[src/rtl/ahb_pkg.sv]
// ahb_pkg: shared AHB-Lite transfer/response encodings and default-slave FSM states.
package ahb_pkg;
   typedef enum logic [1:0] {
      TR_IDLE   = 2'b00,
      TR_BUSY   = 2'b01,
      TR_NONSEQ = 2'b10,
      TR_SEQ    = 2'b11
   } htrans_t;
   localparam logic HRESP_OKAY  = 1'b0;
   localparam logic HRESP_ERROR = 1'b1;
   typedef enum logic [1:0] {
      ST_IDLE = 2'd0,
      ST_WAIT = 2'd1,
      ST_ERR1 = 2'd2,
      ST_ERR2 = 2'd3
   } dslv_state_t;
endpackage

[src/rtl/ahb_fault_log.sv]
// ahb_fault_log: saturating fault counter with last-fault address/direction capture.
module ahb_fault_log #(
   parameter int ADDR_WIDTH = 32,
   parameter int CNT_WIDTH  = 8
) (
   input  logic                  i_clk,
   input  logic                  i_rst,
   input  logic                  i_cap,
   input  logic                  i_inc,
   input  logic                  i_clr,
   input  logic [ADDR_WIDTH-1:0] i_addr,
   input  logic                  i_write,
   output logic [CNT_WIDTH-1:0]  o_count,
   output logic [ADDR_WIDTH-1:0] o_addr,
   output logic                  o_write
);
   localparam logic [CNT_WIDTH-1:0] CNT_MAX = '1;
   logic [CNT_WIDTH-1:0]  r_count;
   logic [ADDR_WIDTH-1:0] r_addr;
   logic                  r_write;
   always_ff @(posedge i_clk) begin
      if (i_rst) begin
         r_count <= '0;
         r_addr  <= '0;
         r_write <= 1'b0;
      end else begin
         if (i_cap) begin
            r_addr  <= i_addr;
            r_write <= i_write;
         end
         // a clear coinciding with a new fault still records that fault
         if (i_clr)
            r_count <= i_inc ? CNT_WIDTH'(1) : '0;
         else if (i_inc && r_count != CNT_MAX)
            r_count <= r_count + CNT_WIDTH'(1);
      end
   end
   assign o_count = r_count;
   assign o_addr  = r_addr;
   assign o_write = r_write;
endmodule

[src/rtl/ahb_default_slave_param.sv]
// ahb_default_slave_param: AHB-Lite default slave; OKAY for IDLE/BUSY, wait states then
// two-cycle ERROR for NONSEQ/SEQ, with a sideband fault log.
module ahb_default_slave_param
   import ahb_pkg::*;
#(
   parameter int              DATA_WIDTH  = 64,
   parameter int              ADDR_WIDTH  = 32,
   parameter int              WAIT_STATES = 0,
   parameter int              CNT_WIDTH   = 8,
   parameter logic [63:0]     RDATA_FILL  = 64'hDEAD_BEEF_DEAD_BEEF
) (
   input  logic                  HCLK,
   input  logic                  HRESET,
   input  logic                  HSEL,
   input  logic                  HREADY,
   input  logic [1:0]            HTRANS,
   input  logic                  HWRITE,
   input  logic [ADDR_WIDTH-1:0] HADDR,
   input  logic [2:0]            HSIZE,
   input  logic [2:0]            HBURST,
   input  logic [3:0]            HPROT,
   input  logic                  HMASTLOCK,
   input  logic [DATA_WIDTH-1:0] HWDATA,
   output logic                  HREADYOUT,
   output logic                  HRESP,
   output logic [DATA_WIDTH-1:0] HRDATA,
   input  logic                  err_clear,
   output logic [CNT_WIDTH-1:0]  err_count,
   output logic [ADDR_WIDTH-1:0] err_addr,
   output logic                  err_write,
   output logic                  err_irq
);
   localparam logic [3:0] WS_LOAD = 4'((WAIT_STATES > 0) ? WAIT_STATES - 1 : 0);
   dslv_state_t r_state, w_next;
   logic [3:0]  r_wcnt, w_wcnt;
   htrans_t     w_trans;
   logic        w_fault, w_cap, w_inc, w_unused;
   assign w_trans  = htrans_t'(HTRANS);
   assign w_fault  = HSEL & HREADY & (w_trans == TR_NONSEQ || w_trans == TR_SEQ);
   assign w_unused = ^{HSIZE, HBURST, HPROT, HMASTLOCK, HWDATA};
   always_ff @(posedge HCLK) begin
      if (HRESET) begin
         r_state <= ST_IDLE;
         r_wcnt  <= '0;
      end else begin
         r_state <= w_next;
         r_wcnt  <= w_wcnt;
      end
   end
   // address phases are only accepted while HREADYOUT is high (IDLE and ERR2)
   always_comb begin
      w_next = r_state;
      w_wcnt = r_wcnt;
      w_cap  = 1'b0;
      w_inc  = 1'b0;
      case (r_state)
         ST_IDLE, ST_ERR2: begin
            w_cap  = w_fault;
            w_wcnt = WS_LOAD;
            w_next = w_fault ? ((WAIT_STATES > 0) ? ST_WAIT : ST_ERR1) : ST_IDLE;
         end
         ST_WAIT: begin
            w_next = (r_wcnt == 4'd0) ? ST_ERR1 : ST_WAIT;
            w_wcnt = r_wcnt - 4'd1;
         end
         ST_ERR1: begin
            w_next = ST_ERR2;
            w_inc  = 1'b1;
         end
         default: w_next = ST_IDLE;
      endcase
   end
   assign HREADYOUT = (r_state == ST_IDLE) || (r_state == ST_ERR2);
   assign HRESP     = ((r_state == ST_ERR1) || (r_state == ST_ERR2)) ? HRESP_ERROR : HRESP_OKAY;
   assign err_irq   = (r_state == ST_ERR2);
   assign HRDATA    = DATA_WIDTH'(RDATA_FILL);
   ahb_fault_log #(
      .ADDR_WIDTH(ADDR_WIDTH),
      .CNT_WIDTH (CNT_WIDTH)
   ) u_log (
      .i_clk  (HCLK),
      .i_rst  (HRESET),
      .i_cap  (w_cap),
      .i_inc  (w_inc),
      .i_clr  (err_clear),
      .i_addr (HADDR),
      .i_write(HWRITE),
      .o_count(err_count),
      .o_addr (err_addr),
      .o_write(err_write)
   );
endmodule

[config.mk]
export PLATFORM = sky130hd
export DESIGN_NAME = ahb_default_slave_param
export DESIGN_NICKNAME = d
export VERILOG_FILES = /design/src/rtl/ahb_pkg.sv /design/src/rtl/ahb_fault_log.sv /design/src/rtl/ahb_default_slave_param.sv
export SDC_FILE = /design/constraint.sdc
export NUM_CORES = 1
export LEC_CHECK = 0
export ABC_AREA = 1
export ABC_CLOCK_PERIOD_IN_PS = 1600
export CORE_ASPECT_RATIO = 1.1
export CORE_MARGIN = 4
export CORE_UTILIZATION = 28
export DETAILED_ROUTE_END_ITERATION = 8
export PLACE_DENSITY = 0.79
export SLEW_MARGIN = 30
export SYNTH_ARGS = -nofsm -noshare
export SYNTH_HDL_FRONTEND = slang
export SYNTH_HIERARCHICAL = 1
export SYNTH_SLANG_ARGS = --single-unit
[constraint.sdc]
create_clock -name HCLK -period 1.6 [get_ports HCLK]
set_input_delay 0.24 -clock HCLK [delete_from_list [all_inputs] [get_ports HCLK]]
set_output_delay 0.24 -clock HCLK [all_outputs]
set_load 0.02 [all_outputs]
==> impl_metrics.json <==
{
  "die_w_um": 97.0,
  "io_buffers": 82,
  "synth_edf_count": 0,
  "setup_viol": 0,
  "grtUsageTotal": 0.110,
  "coreArea_um2": 8450,
  "power_frac_comb": 0.202,
  "post-dp-hpwl_um": 4350,
  "regToRegSetupSlack_ns": 0.12,
  "timing.hold.ws_ns": 0.484,
  "slowest_delay_ns": 0.36,
  "drt_iter0_markers": 68,
  "seq_area_frac_synth": 0.385,
  "routabilityCongestion": 0.773,
  "timing.rr.end": "u_log/o_addr[30]$_SDFFE_PP0P_",
  "whs_endpoint": "u_log/o_count[6]$_SDFFE_PP0P_",
  "startpoint_type": "flip-flop",
  "powerDensity_nw_per_um2": 801,
  "dr.pass1.iters": 4,
  "syn_inst": 326,
  "avgSynthCellArea_um2": 7.49,
  "criticalPathCategory": "reg2out",
  "ys.flop_type": "dfxtp_1",
  "layout-drive-gt1-share": 0.0880,
  "hold_viol": 0,
  "ioPinCount": 223,
  "h-tree-depth": 2,
  "netlist_area_um2": 2440,
  "drc": 0,
  "path_buf_inv": 2,
  "die_h_um": 106,
  "layout_common_cells": "nor2_1 (77), clkdlybuf4s50_1 (72), conb_1 (64)",
  "final_nets": 530,
  "peakVddDrop_v": 0.000467,
  "clock_skew_ns": 0.00711,
  "post_drt_wl_per_cell_um": 11.2,
  "holdPathStages": 2,
  "crit_family": "flip-flops",
  "status": "finished, final reports clean",
  "utilization": 0.391,
  "clk_pin_slew_ns": 0.09,
  "antenna_found_initial": 0,
  "synth-async-reset-ratio": 0,
  "finalCritPeriodShare": 0.967,
  "first_global_vias": 2060,
  "num_vias": 2155,
  "hp-class": "reg2reg",
  "clock_latency_ns": 0.30,
  "finalMaxSlewViolations": 0,
  "diodes": 0,
  "tritoncts": "done",
  "holdBufCountCts": 0,
  "switching_share": 0.288,
  "p_switching_uw": 764,
  "layout_commonest_cell": "nor2_1",
  "vias_per_cell": 4.14,
  "cts_buffer_depth": 2,
  "power.leakage_nw": 1.51,
  "crit_path_end_kind": "output pin",
  "cp_cell_sequence": "inv_2, ha_2, or2_2, buf_4",
  "area_delta_synth_final_pct": 35.5,
  "synth.area.mux_share": 0,
  "rows": 35,
  "grt_overflow": 0,
  "grt_pass1_wl_um": 9290,
  "maxCapViolCount": 0,
  "r2r_cells": 8,
  "timing.final.crit_period_ns": 1.55,
  "wirelength_um": 5840,
  "grt_start_max_net_pins": 35,
  "required_ns": 1.36,
  "p_clk_frac": 0.328,
  "drtAntennaViolNets": 0,
  "rr_startpoint": "r_state[0]$_SDFF_PP0_",
  "synth_cell_types": 27,
  "start_util": 0.289,
  "synth_xor_area_frac": 0,
  "dieArea_um2": 10300,
  "cts.sinks": 47,
  "ys_seq_elements": 47,
  "crit_slowest_cell": "dfxtp_2",
  "rsz0062_at_grt": "false",
  "worstHoldStart": "u_log/o_count[6]$_SDFFE_PP0P_",
  "power_frac_seq": 0.470,
  "timing.fmax_mhz": 646,
  "design_power_total_mw": 2.65,
  "ys_warn_count": 6,
  "p_int_mw": 1.88,
  "post-cts-setup-buffers": 0,
  "synthSimpleGateAreaFrac": 0.217,
  "yosys.area_share.adder": 0.0308,
  "cts_buffers": 5,
  "synth-compound-area-share": 0.119,
  "cp.arrival_ns": 1.31,
  "path_max_fanout": 3,
  "cts_root_buffer": "clkbuf_8",
  "synth_top_family_by_area": "buffers and inverters"
}
-- metal layers --
metal	vias up	global-route usage	wire (um)	share of wire
met2	118	0.197	2800	0.48
met4	0	0.0371	76	0.013
met3	10	0.0571	807	0.14
li1	1057	-	-	-
met1	970	0.108	2160	0.37
met5	-	0	0	0
-- flip-flops by register name (all words and copies together) (netlist names) --
name           flops
r_state            2
r_wcnt             4
u_log/o_addr      32
u_log/o_count      8
u_log/o_write      1
-- synth_stat cells (5+ instances only) --
cell type  number  area, um^2
nor2_1         78         293
dfxtp_1        47         941
clkbuf_1        6        22.5
a21oi_1         6        30.0
a21oi_2         5        43.8
nand3_1         9        45.0
o21ai_0        38         190
buf_4          64         480
inv_1          20        75.1
nand2_1        24        90.1
ha_1            6        75.1
-- power groups by stage --
stage / logic, mW / registers [mW] / clock network (mW)
4_1_cts: 0.530 / 1.25 / 0.917
3_5_place_dp: 0.530 / 1.27 / 0
5_1_grt: 0.576 / 1.25 / 0.950
6_report: 0.534 / 1.25 / 0.868
3_3_place_gp: 0.524 / 1.27 / 0
2_1_floorplan: 0.360 / 1.33 / 0
-- per-stage QoR --
| stage | area (um^2) | worst slack [ns] | std cells | setup TNS [ns] |
|---|---|---|---|---|
| finish | 3310 | 0.0530 | 520 | 0 |
| global route | 3310 | 0.00388 | 520 | 0 |
| global placement | 3190 | -0.0487 | 513 | -0.0487 |
| detailed placement | 3190 | -0.0832 | 513 | -0.0832 |
| CTS | 3290 | -0.00723 | 520 | -0.00723 |
| floorplan | 2680 | 0.00416 | 388 | 0 |
-- worst max-delay path by stage --
stage                           from                          to  cells past startpoint
6_report       r_state[0]$_SDFF_PP0_                       HRESP                      4
5_1_grt        r_state[0]$_SDFF_PP0_                       HRESP                      4
4_1_cts        r_state[0]$_SDFF_PP0_                       HRESP                      4
3_5_place_dp   r_state[0]$_SDFF_PP0_                       HRESP                      4
3_3_place_gp   r_state[0]$_SDFF_PP0_                       HRESP                      4
2_1_floorplan  r_state[0]$_SDFF_PP0_  u_log/o_write$_SDFFE_PP0P_                      8
-- timing repair --
item | in CTS | in global routing
pin swaps | 0 | 0
gates resized for setup | 11 | 10
endpoints found under the setup margin | 6 | 38
-- tightest hold or removal path: stages, from the launching register on --
cell and delay (ns):
dfxtp_1 0.34, inv_1 0.05, a21oi_1 0.05
-- cells by family (layout without fill, tap and decap cells) --
logic type / Yosys count / count (layout)
adder cells (fa/ha/maj): 6 / 6
flip-flops: 47 / 47
buffers and inverters: 94 / 115
AND/OR/NAND/NOR: 124 / 124
AO/OA/AOI/OAI: 53 / 53
other: 2 / 64
-- cell type report --
class | instances | area, um^2
sequential | 47 | 942
inverter | 21 | 78.8
clock inverter | 2 | 37.5
fill | 870 | 5140
multi-input combinational | 247 | 1150
timing repair buffer | 87 | 893
clock buffer | 5 | 68.8
tap | 111 | 139
(Power assumes the default switching activity.)
